[src/rtl/mult_ctrl_pkg.sv]
// Shared definitions for the shift-and-add multiplier controller:
// FSM state encodings and the opcodes of the companion ALU.
package mult_ctrl_pkg;

  typedef enum logic [1:0] {
    ST_IDLE  = 2'd0,
    ST_ADD   = 2'd1,
    ST_SHIFT = 2'd2,
    ST_DONE  = 2'd3
  } state_t;

  localparam logic [4:0] OP_ADDI = 5'b01000;
  localparam logic [4:0] OP_SLLI = 5'b10101;
  localparam logic [4:0] OP_NOP  = 5'b00001;

  localparam logic [3:0] CNT_LAST = 4'd15;

endpackage

[src/rtl/mult_ctrl.sv]
// Shift-and-add 16x16 multiplier controller that sequences an external ALU:
// one ADD/SHIFT pair per multiplier bit, low 16 bits of the product kept.
module mult_ctrl
  import mult_ctrl_pkg::*;
#(
  parameter int EARLY_EXIT = 1
) (
  input  logic        clk,
  input  logic        rst,
  input  logic        start,
  input  logic [15:0] a,
  input  logic [15:0] b,
  output logic        busy,
  output logic        done,
  output logic [15:0] result,
  output logic        err,
  output logic [15:0] alu_A,
  output logic [15:0] alu_B,
  output logic [4:0]  alu_Op,
  output logic        alu_Cin,
  output logic        alu_invA,
  output logic        alu_invB,
  output logic [1:0]  alu_lower_two,
  input  logic [15:0] alu_Out,
  input  logic        alu_err
);

  state_t      state_reg, state_next;
  logic [15:0] mcand_reg, mcand_next;
  logic [15:0] mplier_reg, mplier_next;
  logic [15:0] acc_reg, acc_next;
  logic [3:0]  cnt_reg, cnt_next;
  logic [15:0] result_reg, result_next;
  logic        err_reg, err_next;
  logic [15:0] mplier_shr;

  assign mplier_shr = mplier_reg >> 1;

  always_comb begin
    state_next  = state_reg;
    mcand_next  = mcand_reg;
    mplier_next = mplier_reg;
    acc_next    = acc_reg;
    cnt_next    = cnt_reg;
    result_next = result_reg;
    err_next    = 1'b0;
    alu_A       = 16'h0000;
    alu_B       = 16'h0000;
    alu_Op      = OP_NOP;
    case (state_reg)
      ST_IDLE: begin
        if (start) begin
          mcand_next  = a;
          mplier_next = b;
          acc_next    = 16'h0000;
          cnt_next    = 4'd0;
          state_next  = ST_ADD;
        end
      end
      ST_ADD: begin
        if (mplier_reg[0]) begin
          alu_A    = acc_reg;
          alu_B    = mcand_reg;
          alu_Op   = OP_ADDI;
          acc_next = alu_Out;
        end
        state_next = ST_SHIFT;
        // An ALU fault abandons the operation without touching the operands.
        if (alu_err) begin
          acc_next   = acc_reg;
          err_next   = 1'b1;
          state_next = ST_IDLE;
        end
      end
      ST_SHIFT: begin
        alu_A       = mcand_reg;
        alu_B       = 16'h0001;
        alu_Op      = OP_SLLI;
        mcand_next  = alu_Out;
        mplier_next = mplier_shr;
        cnt_next    = (cnt_reg == CNT_LAST) ? cnt_reg : cnt_reg + 4'd1;
        if ((cnt_reg == CNT_LAST) || ((EARLY_EXIT != 0) && (mplier_shr == 16'h0000)))
          state_next = ST_DONE;
        else
          state_next = ST_ADD;
        if (alu_err) begin
          mcand_next  = mcand_reg;
          mplier_next = mplier_reg;
          cnt_next    = cnt_reg;
          err_next    = 1'b1;
          state_next  = ST_IDLE;
        end
      end
      ST_DONE: begin
        result_next = acc_reg;
        state_next  = ST_IDLE;
      end
      default: state_next = ST_IDLE;
    endcase
  end

  always_ff @(posedge clk) begin
    if (rst) begin
      state_reg  <= ST_IDLE;
      mcand_reg  <= 16'h0000;
      mplier_reg <= 16'h0000;
      acc_reg    <= 16'h0000;
      cnt_reg    <= 4'd0;
      result_reg <= 16'h0000;
      err_reg    <= 1'b0;
    end else begin
      state_reg  <= state_next;
      mcand_reg  <= mcand_next;
      mplier_reg <= mplier_next;
      acc_reg    <= acc_next;
      cnt_reg    <= cnt_next;
      result_reg <= result_next;
      err_reg    <= err_next;
    end
  end

  assign busy          = (state_reg != ST_IDLE);
  assign done          = (state_reg == ST_DONE);
  assign result        = result_reg;
  assign err           = err_reg;
  assign alu_Cin       = 1'b0;
  assign alu_invA      = 1'b0;
  assign alu_invB      = 1'b0;
  assign alu_lower_two = 2'b00;

endmodule

[config.mk]
export PLATFORM = sky130hd
export DESIGN_NAME = mult_ctrl
export DESIGN_NICKNAME = d
export VERILOG_FILES = /design/src/rtl/mult_ctrl_pkg.sv /design/src/rtl/mult_ctrl.sv
export SDC_FILE = /design/constraint.sdc
export NUM_CORES = 1
export LEC_CHECK = 0
export ABC_AREA = 1
export BUFFER_PORTS_ARGS = -buffer_cell sky130_fd_sc_hd__buf_2
export CORE_ASPECT_RATIO = 0.7
export CORE_MARGIN = 2
export CORE_UTILIZATION = 55
export CTS_CLUSTER_DIAMETER = 200
export DETAILED_ROUTE_END_ITERATION = 10
export PLACE_DENSITY = 0.86
export SLEW_MARGIN = 20
export SYNTH_ARGS = -nofsm -noshare
export SYNTH_HDL_FRONTEND = slang
export SYNTH_SLANG_ARGS = --single-unit
[constraint.sdc]
create_clock -name clk -period 3.9 [get_ports clk]
set_clock_uncertainty 0.05 [all_clocks]
set_input_delay 0.195 -clock clk [delete_from_list [all_inputs] [get_ports clk]]
set_output_delay 0.195 -clock clk [all_outputs]
set_load 0.005 [all_outputs]
# ---- After elaboration in Yosys (flattened, before gate mapping)
# Index checks and enable logic that the tools add are counted.
dict set report classes {
  n_addsub 1
  eq_ne 9
  muxes 26
  bitwise 1
  n_reduce_logical 11
}
# operator n
set ops {}
lappend ops {{$pmux W16 S2} 5}
lappend ops {{$mux W16} 9}
lappend ops {{$logic_not A16 Y1} 1}
lappend ops {{$mux W4} 4}
lappend ops {{$ne A2 B2 Y1 const B} 5}
lappend ops {{$pmux W5 S2} 1}
lappend ops {{$mux W2} 4}
lappend ops {{$pmux W2 S4} 1}
lappend ops {{$pmux W4 S2} 1}
lappend ops {{$reduce_and A4 Y1} 2}
lappend ops {{$reduce_bool A2 Y1} 3}
lappend ops {{$add A4 B1 Y4 const B} 1}
lappend ops {{$eq A2 B2 Y1 const B} 2}
lappend ops {{$eq A4 B4 Y1 const B} 1}
lappend ops {{$reduce_or A2 Y1} 2}
lappend ops {{$reduce_and A3 Y1} 1}
lappend ops {{$eq A2 B1 Y1 const B} 1}
lappend ops {{$logic_not A2 Y1} 1}
lappend ops {{$logic_or A1 B1 Y1} 1}
lappend ops {{$mux W1} 1}
lappend ops {{$not A1 Y1} 1}
dict set report totals {
  ff_bits 71
  in_bits 52
  output_inout_bits 61
  word_cells 55
}

# ---- Longest topological paths before layout
dict set report depth {
  ltp_word 5
  depth_mapped 10
  mapped_depth_nobuf 10
}

# ---- Worst setup path after synthesis
# No wires, ideal clock.
dict set report synth_timing {
  path_kind {flip-flop to flip-flop}
  from {register state_reg[0]}
  to {register cnt_reg[0]}
  setup_time_ns 0.070
  t_arrival_ns 1.581
  required_ns 3.780
  slack_ns 2.199
  path_stages_with_launch 11
  period_less_slack_ns 1.701
  path_cell_list {dfxtp_1 > inv_1 > ha_1 > inv_2 > nand2_2 > nand2_2 > nand2_2 > a21oi_2 > inv_2 > or2_0 > a21oi_1}
}
dict set report synth_via {
  elab_chain_len 3
}
# item line
set synth_lines {}
lappend synth_lines {{start: declaration} mult_ctrl.sv:28} ;# state_t state_reg, state_next;
lappend synth_lines {{start signal: assignment} mult_ctrl.sv:112} ;# state_reg <= state_next;
lappend synth_lines {{$eq A2 B2 Y1 / $logic_not A2 Y1 (equally long branches)} mult_ctrl.sv:50} ;# case (state_reg)
lappend synth_lines {{$ne A2 B2 Y1 (no line) / $reduce_bool A2 Y1 (equally long branches)} -}
lappend synth_lines {{$reduce_and A4 Y1 (no line)} -}
lappend synth_lines {{end signal: assignment} mult_ctrl.sv:116} ;# cnt_reg <= cnt_next;
lappend synth_lines {{end: declaration} mult_ctrl.sv:32} ;# logic [3:0] cnt_reg, cnt_next;
# Several ways; a longest one is shown, not always the timed one.
# A chain may end at the register's enable or synchronous reset.

# ---- Worst setup path after layout
dict set report layout_timing {
  from {register state_reg[1]}
  to {output alu_A[6]}
}
dict set report layout_via {
  elab_chain_len 2
}
# item line
set layout_lines {}
lappend layout_lines {{$eq A2 B2 Y1 / $eq A2 B1 Y1 (equally long branches)} mult_ctrl.sv:50}
lappend layout_lines {{$pmux W16 S2 *} mult_ctrl.sv:50}
lappend layout_lines {{end: declaration} mult_ctrl.sv:17} ;# output logic [15:0] alu_A,
# Every way passes the cells marked *; elsewhere a longest branch is shown, timed or not.

==> qor.yml <==
outcome:
  status: "finished, final reports clean"
critical_path:
  reg2regPathDepth: 9
  max_stage_delay_ps: 690
  required_ps: 3650
  endpoint_kind: "output port"
  cp.arrival_ps: 3120
  cpMaxStageDelayCell: "clkinv_1"
  critPathKind: "flop to output port"
  crit_family: "simple AND/OR/NAND/NOR gates"
  crit_buf_inv: 3
  cp_cell_sequence: "inv_1 -> ha_1 -> nand2_1 -> clkinv_1 -> nand3_1 -> o21ai_0 -> buf_2"
  worstSetupStartpointType: "flop"
  cp.depth: 7
  critPathMaxFanout: 21
synth:
  synth_area_um2: 3480
  yosysTopAreaCell: "dfxtp_1"
  synth.most_common_cell: "nand2_1"
  synth_edf_count: 0
  synth_top_area_share_pct: 40.8
  synth_area_leaders: "dfxtp_1, nand2_1, a21oi_1, nand3_1, nor2_1"
  synthArstFlopShare_pct: 0
  yosysSeqAreaShare_pct: 40.8
  post_synth.cell_area_avg_um2: 6.48
  synth_cell_types: 25
  ys_ff_latch: 71
  synth_common_cells: "nand2_1, dfxtp_1, a21oi_1"
  netlist_instances: 537
  synth_flop_cell: "dfxtp_1"
  ys_warn_count: 0
route:
  first_pass_iters: 5
  drc: 0
  wl_met1_mm: 4.47
  routed-wl-met3_um: 804
  highest_layer: "met4"
  wl_per_cell_um: 13.8
  ant_nets: 0
  routed_wl_mm: 9.73
  num_vias: 3844
  wl_met2_mm: 4.23
  vias_per_cell: 5.47
  drt-initial-drc-count: 293
power:
  p_clk_share_pct: 34.3
  combPwrFrac_pct: 17.9
  swShare_pct: 31.2
  vdd_ir_drop_max_uv: 198
  intPower_mw: 1.16
  power_mw: 1.69
  p_leak_nw: 2.01
  p_sw_mw: 0.527
  power.density_nw_per_um2: 408
  seqPwrFrac_pct: 47.8
floorplan:
  die_w_um: 99.1
  core_area_um2: 6190
  dieHeight_um: 70.5
  initial_core_util_pct: 56.2
  num_io_pins: 113
  die_area_um2: 6990
  num_rows: 24
timing:
  slew_viol_final: 0
  setup_slack_ps: 535
  hold_viol_final: 0
  fmax_ghz: 0.297
  fin_crit_sh_pct: 86.3
  relSlewSlack_pct: 43.0
  setup_viol: 0
  tns_ps: 0
  max_slew.worst_pin.slew_ps: 856
  fin_crit_ps: 3370
  rsz0062_at_grt: "false"
grt:
  grt_pass1_wl_mm: 16.2
  first_global_vias: 3540
  grt_overflow: 0
  grt.total_usage_pct: 28.6
  antenna_found_initial: 0
  grt_max_degree: 47
placed_design:
  numPortBuffers: 106
  place.gp.congestion: 0.915
  place_ws_ps: 653
  dp_hpwl_mm: 6.74
  dp.cells: 687
  placedInstanceArea_um2: 3950
cts:
  holdBufCountCts: 0
  cts_buffer_depth: 2
  clock_latency_ps: 350
  cts_tree: "built"
  cts.repair.resized: 0
  clk_pin_slew_ps: 80
  post_cts_buffers: 0
  cts-htree-levels: 3
  root_buffer: "clkbuf_8"
  cts_buffers: 9
  cts.sinks: 71
cells_and_area:
  final_cell_area_um2: 4140
  drive_gt1_share_pct: 21.3
  fin_nets: 677
  area_growth_pct: 18.8
  n_antenna_cell: 0
  fin_cells: 703
  fillers: 534
min_path:
  min_path_type: "input port to flop"
  min_path_cells: 3
flow_run:
  cap_violations: 0
[final timing paths]
path                               endpoint  slack [ps]                 startpoint
hold reg to reg   mcand_reg[6]$_SDFFE_PP0P_         420  mcand_reg[6]$_SDFFE_PP0P_
hold / removal     acc_reg[11]$_SDFFE_PP0P_          70                alu_Out[11]
setup reg to reg    cnt_reg[3]$_SDFFE_PP0P_         570  state_reg[0]$_SDFFE_PP0N_
setup / recovery                   alu_A[6]         530  state_reg[1]$_SDFFE_PP0N_
[final cells by class]
cell class | count | area (µm²) | share of cell area, %
multi-input combinational | 406 | 1790 | 43.3
clock inverter | 6 | 61.3 | 1.48
clock buffer | 10 | 128 | 3.09
sequential | 71 | 1420 | 34.4
tap | 78 | 97.6 | 2.36
timing repair buffer | 108 | 546 | 13.2
inverter | 24 | 90.1 | 2.18
[cell usage in the layout (no fill, tap or decap)]
| cell type | Yosys | final |
|---|---|---|
| a21oi_1 | 59 | 59 |
| a21oi_2 | 1 | 1 |
| a221oi_1 | 1 | 1 |
| a22oi_1 | 1 | 1 |
| buf_2 | 9 | 106 |
| buf_4 | 8 | 2 |
| bufinv_16 | 0 | 1 |
| clkbuf_1 | 20 | 1 |
| clkbuf_8 | 0 | 9 |
| clkinv_1 | 1 | 1 |
| clkinv_2 | 0 | 3 |
| clkinv_4 | 0 | 1 |
| clkinvlp_4 | 0 | 1 |
| conb_1 | 1 | 6 |
| dfxtp_1 | 71 | 71 |
| ha_1 | 5 | 5 |
| inv_1 | 18 | 18 |
| inv_2 | 5 | 5 |
| nand2_1 | 176 | 176 |
| nand2_2 | 3 | 3 |
| nand3_1 | 52 | 52 |
| nor2_1 | 57 | 57 |
| nor2_2 | 1 | 1 |
| nor3_1 | 5 | 5 |
| nor3b_1 | 1 | 1 |
| o21ai_0 | 35 | 35 |
| o21ai_1 | 1 | 1 |
| o21bai_1 | 1 | 1 |
| or2_0 | 1 | 1 |
[per-stage QoR]
stage | utilization, % | hold WS (ps)
after floorplan | - | 297
after global placement | 63.8 | 399
after detailed placement | 63.8 | 406
after CTS | 66.8 | 55.4
after global routing | 66.8 | 70.0
final | 66.8 | 70.0
[routing by layer]
| metal | global-route usage [%] | up-vias |
|---|---|---|
| li1 | - | 1879 |
| met1 | 39.0 | 1750 |
| met2 | 43.8 | 187 |
| met3 | 8.30 | 28 |
| met4 | 10.4 | 0 |
| met5 | 0 | - |
[power groups by stage]
stage               clock network (mW)  logic, mW  registers, mW
floorplan                            0      0.222          0.815
global placement                     0      0.288          0.821
detailed placement                   0      0.297          0.823
CTS                              0.582      0.299          0.806
global route                     0.616      0.340          0.814
finish                           0.579      0.303          0.807
[kinds of logic after synthesis]
family	Yosys count	synth area share, %
buffers and inverters	65	8.20
adders and majority gates	5	1.80
DFF	71	40.8
AOI/OAI and AO/OA	99	14.6
and+or+nand+nor	296	34.4
other	1	0.108
[worst register-to-register path, cell delays in order (launching register included)]
cell,delay (ps)
dfxtp_1,340
inv_1,110
ha_1,690
nand2_1,250
nand2_2,430
nand2_2,560
a21oi_2,390
nand2_1,110
nand2_1,90
nor3b_1,230
No activity file was read; power rests on OpenSTA's default activity.
